==> config.mk <==
export PLATFORM = sky130hd
export DESIGN_NAME = alu_result_skid
export DESIGN_NICKNAME = d
export VERILOG_FILES = /design/src/rtl/alu_pkg.sv /design/src/rtl/result_slot.sv /design/src/rtl/alu_result_skid.sv
export SDC_FILE = /design/constraint.sdc
export NUM_CORES = 1
export LEC_CHECK = 0
export BUFFER_PORTS_ARGS = -buffer_cell sky130_fd_sc_hd__buf_4
export CAP_MARGIN = 20
export CORE_ASPECT_RATIO = 1.1
export CORE_MARGIN = 5
export CORE_UTILIZATION = 40
export CTS_CLUSTER_DIAMETER = 100
export DETAILED_ROUTE_END_ITERATION = 8
export GPL_ROUTABILITY_DRIVEN = 0
export SETUP_SLACK_MARGIN = 0.2
export SLEW_MARGIN = 30
export SYNTH_ARGS = -nofsm -noshare
export SYNTH_HDL_FRONTEND = slang
export SYNTH_SLANG_ARGS = --single-unit
==> constraint.sdc <==
create_clock -name clk -period 3.83 [get_ports clk]
set_clock_uncertainty 0.05 [all_clocks]
set_input_delay 0.766 -clock clk [delete_from_list [all_inputs] [get_ports clk]]
set_output_delay 0.766 -clock clk [all_outputs]
set_load 0.005 [all_outputs]
==> src/rtl/alu_pkg.sv <==
// Shared ALU definitions: default widths, op codes and the buffered result entry layout.
package alu_pkg;

   localparam int unsigned N_DEFAULT    = 32;
   localparam int unsigned RA_W_DEFAULT = 5;

   typedef enum logic [3:0] {
      AluAdd,
      AluSub,
      AluAnd,
      AluOr,
      AluXor,
      AluSll,
      AluSrl,
      AluSra,
      AluSlt,
      AluSltu,
      AluLui
   } alu_op_e;

   // Entry layout at default widths; the parameterised RTL carries the same fields flat.
   typedef struct packed {
      logic [N_DEFAULT-1:0]    res;
      logic [RA_W_DEFAULT-1:0] rd;
      logic                    wen;
      logic                    zero;
      logic                    neg;
   } alu_entry_t;

   // Occupancy of the skid buffer, derived from the {main, skid} valid bits.
   typedef enum logic [1:0] {
      StEmpty,
      StOne,
      StFull,
      StBad
   } skid_state_e;

endpackage

==> src/rtl/result_slot.sv <==
// One load-enabled result entry: valid bit, payload, and zero/negative flags computed on load.
module result_slot
   import alu_pkg::*;
#(
   parameter int unsigned N    = N_DEFAULT,
   parameter int unsigned RA_W = RA_W_DEFAULT
) (
   input  logic            clk,
   input  logic            rst,
   input  logic            i_load,
   input  logic            i_clr,
   input  logic [N-1:0]    i_res,
   input  logic [RA_W-1:0] i_rd,
   input  logic            i_wen,
   output logic            o_valid,
   output logic [N-1:0]    o_res,
   output logic [RA_W-1:0] o_rd,
   output logic            o_wen,
   output logic            o_zero,
   output logic            o_neg
);

   logic            r_valid;
   logic [N-1:0]    r_res;
   logic [RA_W-1:0] r_rd;
   logic            r_wen;
   logic            r_zero;
   logic            r_neg;

   // Load wins over clear; the controller never asserts both.
   always_ff @(posedge clk) begin
      if (rst) begin
         r_valid <= 1'b0;
         r_res   <= '0;
         r_rd    <= '0;
         r_wen   <= 1'b0;
         r_zero  <= 1'b0;
         r_neg   <= 1'b0;
      end else if (i_load) begin
         r_valid <= 1'b1;
         r_res   <= i_res;
         r_rd    <= i_rd;
         r_wen   <= i_wen;
         r_zero  <= (i_res == '0);
         r_neg   <= i_res[N-1];
      end else if (i_clr) begin
         r_valid <= 1'b0;
      end
   end

   assign o_valid = r_valid;
   assign o_res   = r_res;
   assign o_rd    = r_rd;
   assign o_wen   = r_wen;
   assign o_zero  = r_zero;
   assign o_neg   = r_neg;

endmodule

==> src/rtl/alu_result_skid.sv <==
// Two-entry registered skid buffer between the ALU result mux and register-file writeback.
module alu_result_skid
   import alu_pkg::*;
#(
   parameter int unsigned N    = N_DEFAULT,
   parameter int unsigned RA_W = RA_W_DEFAULT
) (
   input  logic            clk,
   input  logic            rst,
   input  logic            flush,
   input  logic            in_valid,
   output logic            in_ready,
   input  logic [N-1:0]    in_res,
   input  logic [RA_W-1:0] in_rd,
   input  logic            in_wen,
   output logic            out_valid,
   input  logic            out_ready,
   output logic [N-1:0]    out_res,
   output logic [RA_W-1:0] out_rd,
   output logic            out_wen,
   output logic            out_zero,
   output logic            out_neg
);

   logic            r_in_ready;
   logic            w_in_ready_d;
   skid_state_e     w_state;
   logic            w_accept;
   logic            w_drain;
   logic            w_m_load;
   logic            w_m_clr;
   logic            w_m_from_s;
   logic            w_s_load;
   logic            w_s_clr;

   logic            w_m_valid;
   logic [N-1:0]    w_m_res;
   logic [RA_W-1:0] w_m_rd;
   logic            w_m_wen;
   logic            w_m_zero;
   logic            w_m_neg;

   logic            w_s_valid;
   logic [N-1:0]    w_s_res;
   logic [RA_W-1:0] w_s_rd;
   logic            w_s_wen;
   logic            w_s_zero;
   logic            w_s_neg;

   logic [N-1:0]    w_m_res_in;
   logic [RA_W-1:0] w_m_rd_in;
   logic            w_m_wen_in;

   assign w_accept = in_valid & r_in_ready;
   assign w_drain  = w_m_valid & out_ready;

   always_comb begin
      w_state = StBad;
      if (w_m_valid && w_s_valid) begin
         w_state = StFull;
      end else if (w_m_valid) begin
         w_state = StOne;
      end else if (!w_s_valid) begin
         w_state = StEmpty;
      end
   end

   always_comb begin
      w_m_load     = 1'b0;
      w_m_clr      = 1'b0;
      w_m_from_s   = 1'b0;
      w_s_load     = 1'b0;
      w_s_clr      = 1'b0;
      w_in_ready_d = r_in_ready;
      if (flush) begin
         // Any same-cycle accept is dropped; a same-cycle drain has already been sampled.
         w_m_clr      = 1'b1;
         w_s_clr      = 1'b1;
         w_in_ready_d = 1'b1;
      end else begin
         unique case (w_state)
            StEmpty: begin
               w_m_load     = w_accept;
               w_in_ready_d = 1'b1;
            end
            StOne: begin
               if (w_accept && w_drain) begin
                  w_m_load = 1'b1;
               end else if (w_accept) begin
                  w_s_load     = 1'b1;
                  w_in_ready_d = 1'b0;
               end else if (w_drain) begin
                  w_m_clr = 1'b1;
               end
            end
            StFull: begin
               if (w_drain) begin
                  w_m_load     = 1'b1;
                  w_m_from_s   = 1'b1;
                  w_s_clr      = 1'b1;
                  w_in_ready_d = 1'b1;
               end
            end
            default: begin
               w_m_clr      = 1'b1;
               w_s_clr      = 1'b1;
               w_in_ready_d = 1'b1;
            end
         endcase
      end
   end

   always_ff @(posedge clk) begin
      if (rst) begin
         r_in_ready <= 1'b1;
      end else begin
         r_in_ready <= w_in_ready_d;
      end
   end

   assign w_m_res_in = w_m_from_s ? w_s_res : in_res;
   assign w_m_rd_in  = w_m_from_s ? w_s_rd  : in_rd;
   assign w_m_wen_in = w_m_from_s ? w_s_wen : in_wen;

   result_slot #(
      .N    (N),
      .RA_W (RA_W)
   ) u_main (
      .clk     (clk),
      .rst     (rst),
      .i_load  (w_m_load),
      .i_clr   (w_m_clr),
      .i_res   (w_m_res_in),
      .i_rd    (w_m_rd_in),
      .i_wen   (w_m_wen_in),
      .o_valid (w_m_valid),
      .o_res   (w_m_res),
      .o_rd    (w_m_rd),
      .o_wen   (w_m_wen),
      .o_zero  (w_m_zero),
      .o_neg   (w_m_neg)
   );

   result_slot #(
      .N    (N),
      .RA_W (RA_W)
   ) u_skid (
      .clk     (clk),
      .rst     (rst),
      .i_load  (w_s_load),
      .i_clr   (w_s_clr),
      .i_res   (in_res),
      .i_rd    (in_rd),
      .i_wen   (in_wen),
      .o_valid (w_s_valid),
      .o_res   (w_s_res),
      .o_rd    (w_s_rd),
      .o_wen   (w_s_wen),
      .o_zero  (w_s_zero),
      .o_neg   (w_s_neg)
   );

   assign in_ready  = r_in_ready;
   assign out_valid = w_m_valid;
   assign out_res   = w_m_res;
   assign out_rd    = w_m_rd;
   assign out_wen   = w_m_valid & w_m_wen;
   assign out_zero  = w_m_zero;
   assign out_neg   = w_m_neg;

   a_no_orphan_skid : assert property (@(posedge clk) disable iff (rst)
      !(w_s_valid && !w_m_valid));

   a_skid_flags : assert property (@(posedge clk) disable iff (rst)
      !w_s_valid || ((w_s_zero == (w_s_res == '0)) && (w_s_neg == w_s_res[N-1])));

endmodule

==> metrics.txt <==
Slowest-stage cell, CP=nand2b_2; Clock transition at path regs=90 ps; Hold Path Class=reg -> reg; Residual DRC=0; Pins Over Slew Limit=0; fin crit period=2330 ps; Worst Max-Slew Pin Slew=638 ps; Num CTS Buffers=9; Total GRT Usage=16.8%; Core Area=8830 sq um; wire per inst=15.4 um; Worst slew margin=57.5%; Crit Path Max Fanout=21; fin cells=589; Post-Syn Nets=447; Synth cell types=28; via count=3,089; RSZ-0062 raised after global routing=no; vias in the first global route=2,981; Req. time, crit path=4020 ps; CTS tree=yes; Finished Cell Area=4480 sq um; Pwr Density=393 nW/um^2; Initial Util=40.8%; DRT Pass-1 Iters=4; DIE WIDTH=100 um; Max Cap Viol=0; die height=110 um; Hold Buf Count CTS=0; Longest Clk Path Bufs=2; initial DRC count=165; register area share after synthesis=44.5%; routed wire length=9.07 mm; LEAKAGE=1.93 nW; Antenna Cells=0; Setup Buffers After CTS=0; crit-path cells=ha_1 > nand3_1 > nand2b_2 > buf_4 > nand3_1 > o21ai_0 > a31o_2; layout cells sized above 1=31.2%; htree depth=3; # setup viols final=0; status=finished clean; DP Area=4290 sq um; CTS root buffer=clkbuf_8; Final period util=60.9%; final net count=518; Fmax=428 MHz; crit path kind=reg -> reg; post-synthesis cell area=3600 sq um; clk_lat worst skew=350 ps; CTS Sinks=80; r2r setup slk=1500 ps; Fin. Hold Viols=0; hpwl dp=6.29 mm; Port-buffer cells=84; #FFs+latches synth=80; YS warnings=0; synthesized instance count=399; most frequent CP cell=nand3_1; cts repair resizes=0; area added between synthesis and finish=24.5%; gr ovfl total=0; post-route ant nets=0; first-pass GRT wire length=14.7 mm; CP arrival=2530 ps; Max stage delay on crit path=520 ps; initial antenna violation count=0; Core Rows=36; crit end category=flip-flop; VDD IR-drop max=0.000221 V; setup TNS=0 ps; top-level I/O count=85; Mean Syn Cell Area=9.02 sq um; Placed Cells=573; Vias per Instance=5.24; pin count of the biggest net entering global routing=51; crit start category=flip-flop; DIE AREA=11,000 sq um
logic make-up (layout without fill, tap and decap cells):
group	Yosys count	count (layout)	synth area share, %
buf+inv	35	111	4.55
fa+ha+maj	5	5	1.74
simple gates	155	155	18.4
compound gates	86	86	20.3
flops	80	80	44.5
mux	38	38	10.6
per-layer routing:
layer	track usage (%)	vias to the layer above	wire length, um
met1	22.0	1466	4130
met2	27.0	76	4310
met5	0	-	0
met3	3.55	13	460
li1	-	1534	-
met4	6.64	0	174
cells in the mapped netlist:
library cell,instances,area [sq um]
nand2_1,81,304
nor3b_1,1,7.51
clkbuf_1,10,37.5
a31oi_1,3,18.8
inv_1,4,15.0
a21oi_1,40,200
nand3_1,5,25.0
buf_4,3,22.5
a31o_2,1,8.76
nand4_1,2,12.5
buf_1,1,3.75
nor3_4,1,16.3
buf_2,17,85.1
o21ai_0,2,10.0
a211oi_2,38,475
mux2i_1,38,380
ha_1,5,62.6
nand2b_1,1,6.26
or4_1,1,7.51
o21a_1,1,7.51
nor2_1,42,158
or3_1,2,12.5
nor3_1,4,20.0
o32ai_1,1,8.76
dfxtp_1,80,1600
and2_1,1,6.26
nor2b_1,1,6.26
nor4_1,13,81.3
sequential cells by signal, summed over array words and instances (netlist names), 5 cells and up:
register	cells
u_skid.o_res	32
u_main.o_res	31
u_main.o_rd	5
u_skid.o_rd	5
path summary, 6_finish.rpt:
kind | start | depth (start not counted) | endpoint
max | u_main.o_valid$_SDFFE_PP0P_ | 7 | u_main.o_zero$_SDFFE_PP0P_
min | u_skid.o_rd[3]$_SDFFE_PP0P_ | 2 | u_skid.o_rd[3]$_SDFFE_PP0P_
max reg2reg | u_main.o_valid$_SDFFE_PP0P_ | 7 | u_main.o_zero$_SDFFE_PP0P_
min reg2reg | u_skid.o_rd[3]$_SDFFE_PP0P_ | 2 | u_skid.o_rd[3]$_SDFFE_PP0P_
where the power goes:
group	switching [W]	internal [W]
clock network	0.000309	0.000318
logic	0.000126	0.000117
registers	0.0000238	0.000868
stage by stage:
stage                     setup slack (ps)  utilization (%)  total power, W  hold slack (ps)
final                                 1500             50.8         0.00176              407
after global routing                  1320             50.8         0.00184              431
after CTS                             1490             50.8         0.00178              411
after detailed placement              1320             48.5         0.00116              398
after global placement                1360             48.5         0.00115              392
after floorplan                       1930                -         0.00104              386
final cells by class:
type	count	area [sq um]
clock inverters	5	56.3
well taps	114	143
clock buffers	11	141
multi-input cells	284	1840
fillers	886	4350
repair buffers	91	683
flip-flops and latches	80	1600
inverters	4	15.0
worst max-delay path, delay by kind of cell (launching register included):
kind | cells | cell delay [ps]
and+or+nand+nor | 3 | 750
DFF | 1 | 490
buffers and inverters | 1 | 380
adders and majority gates | 1 | 260
AOI/OAI and AO/OA | 2 | 310
layout by cell type, fill, tap and decap left out:
cell         n
and2_1       1
a211oi_2    38
bufinv_16    1
nand2_1     81
a31o_2       1
o32ai_1      1
clkinv_2     2
nor3b_1      1
o21ai_0      2
nor3_1       3
buf_4       91
nand2b_2     1
clkbuf_1     1
nor4_1      13
o21a_1       1
clkinvlp_4   1
ha_1         5
inv_1        4
nor3_2       1
or3_1        2
clkbuf_8    10
nor2b_1      1
clkinv_4     1
a21oi_1     40
or4_1        1
nor3_4       1
dfxtp_1     80
nand3_1      5
nor2_1      42
a31oi_1      3
mux2i_1     38
nand4_1      2
(Power assumes the default switching activity.)
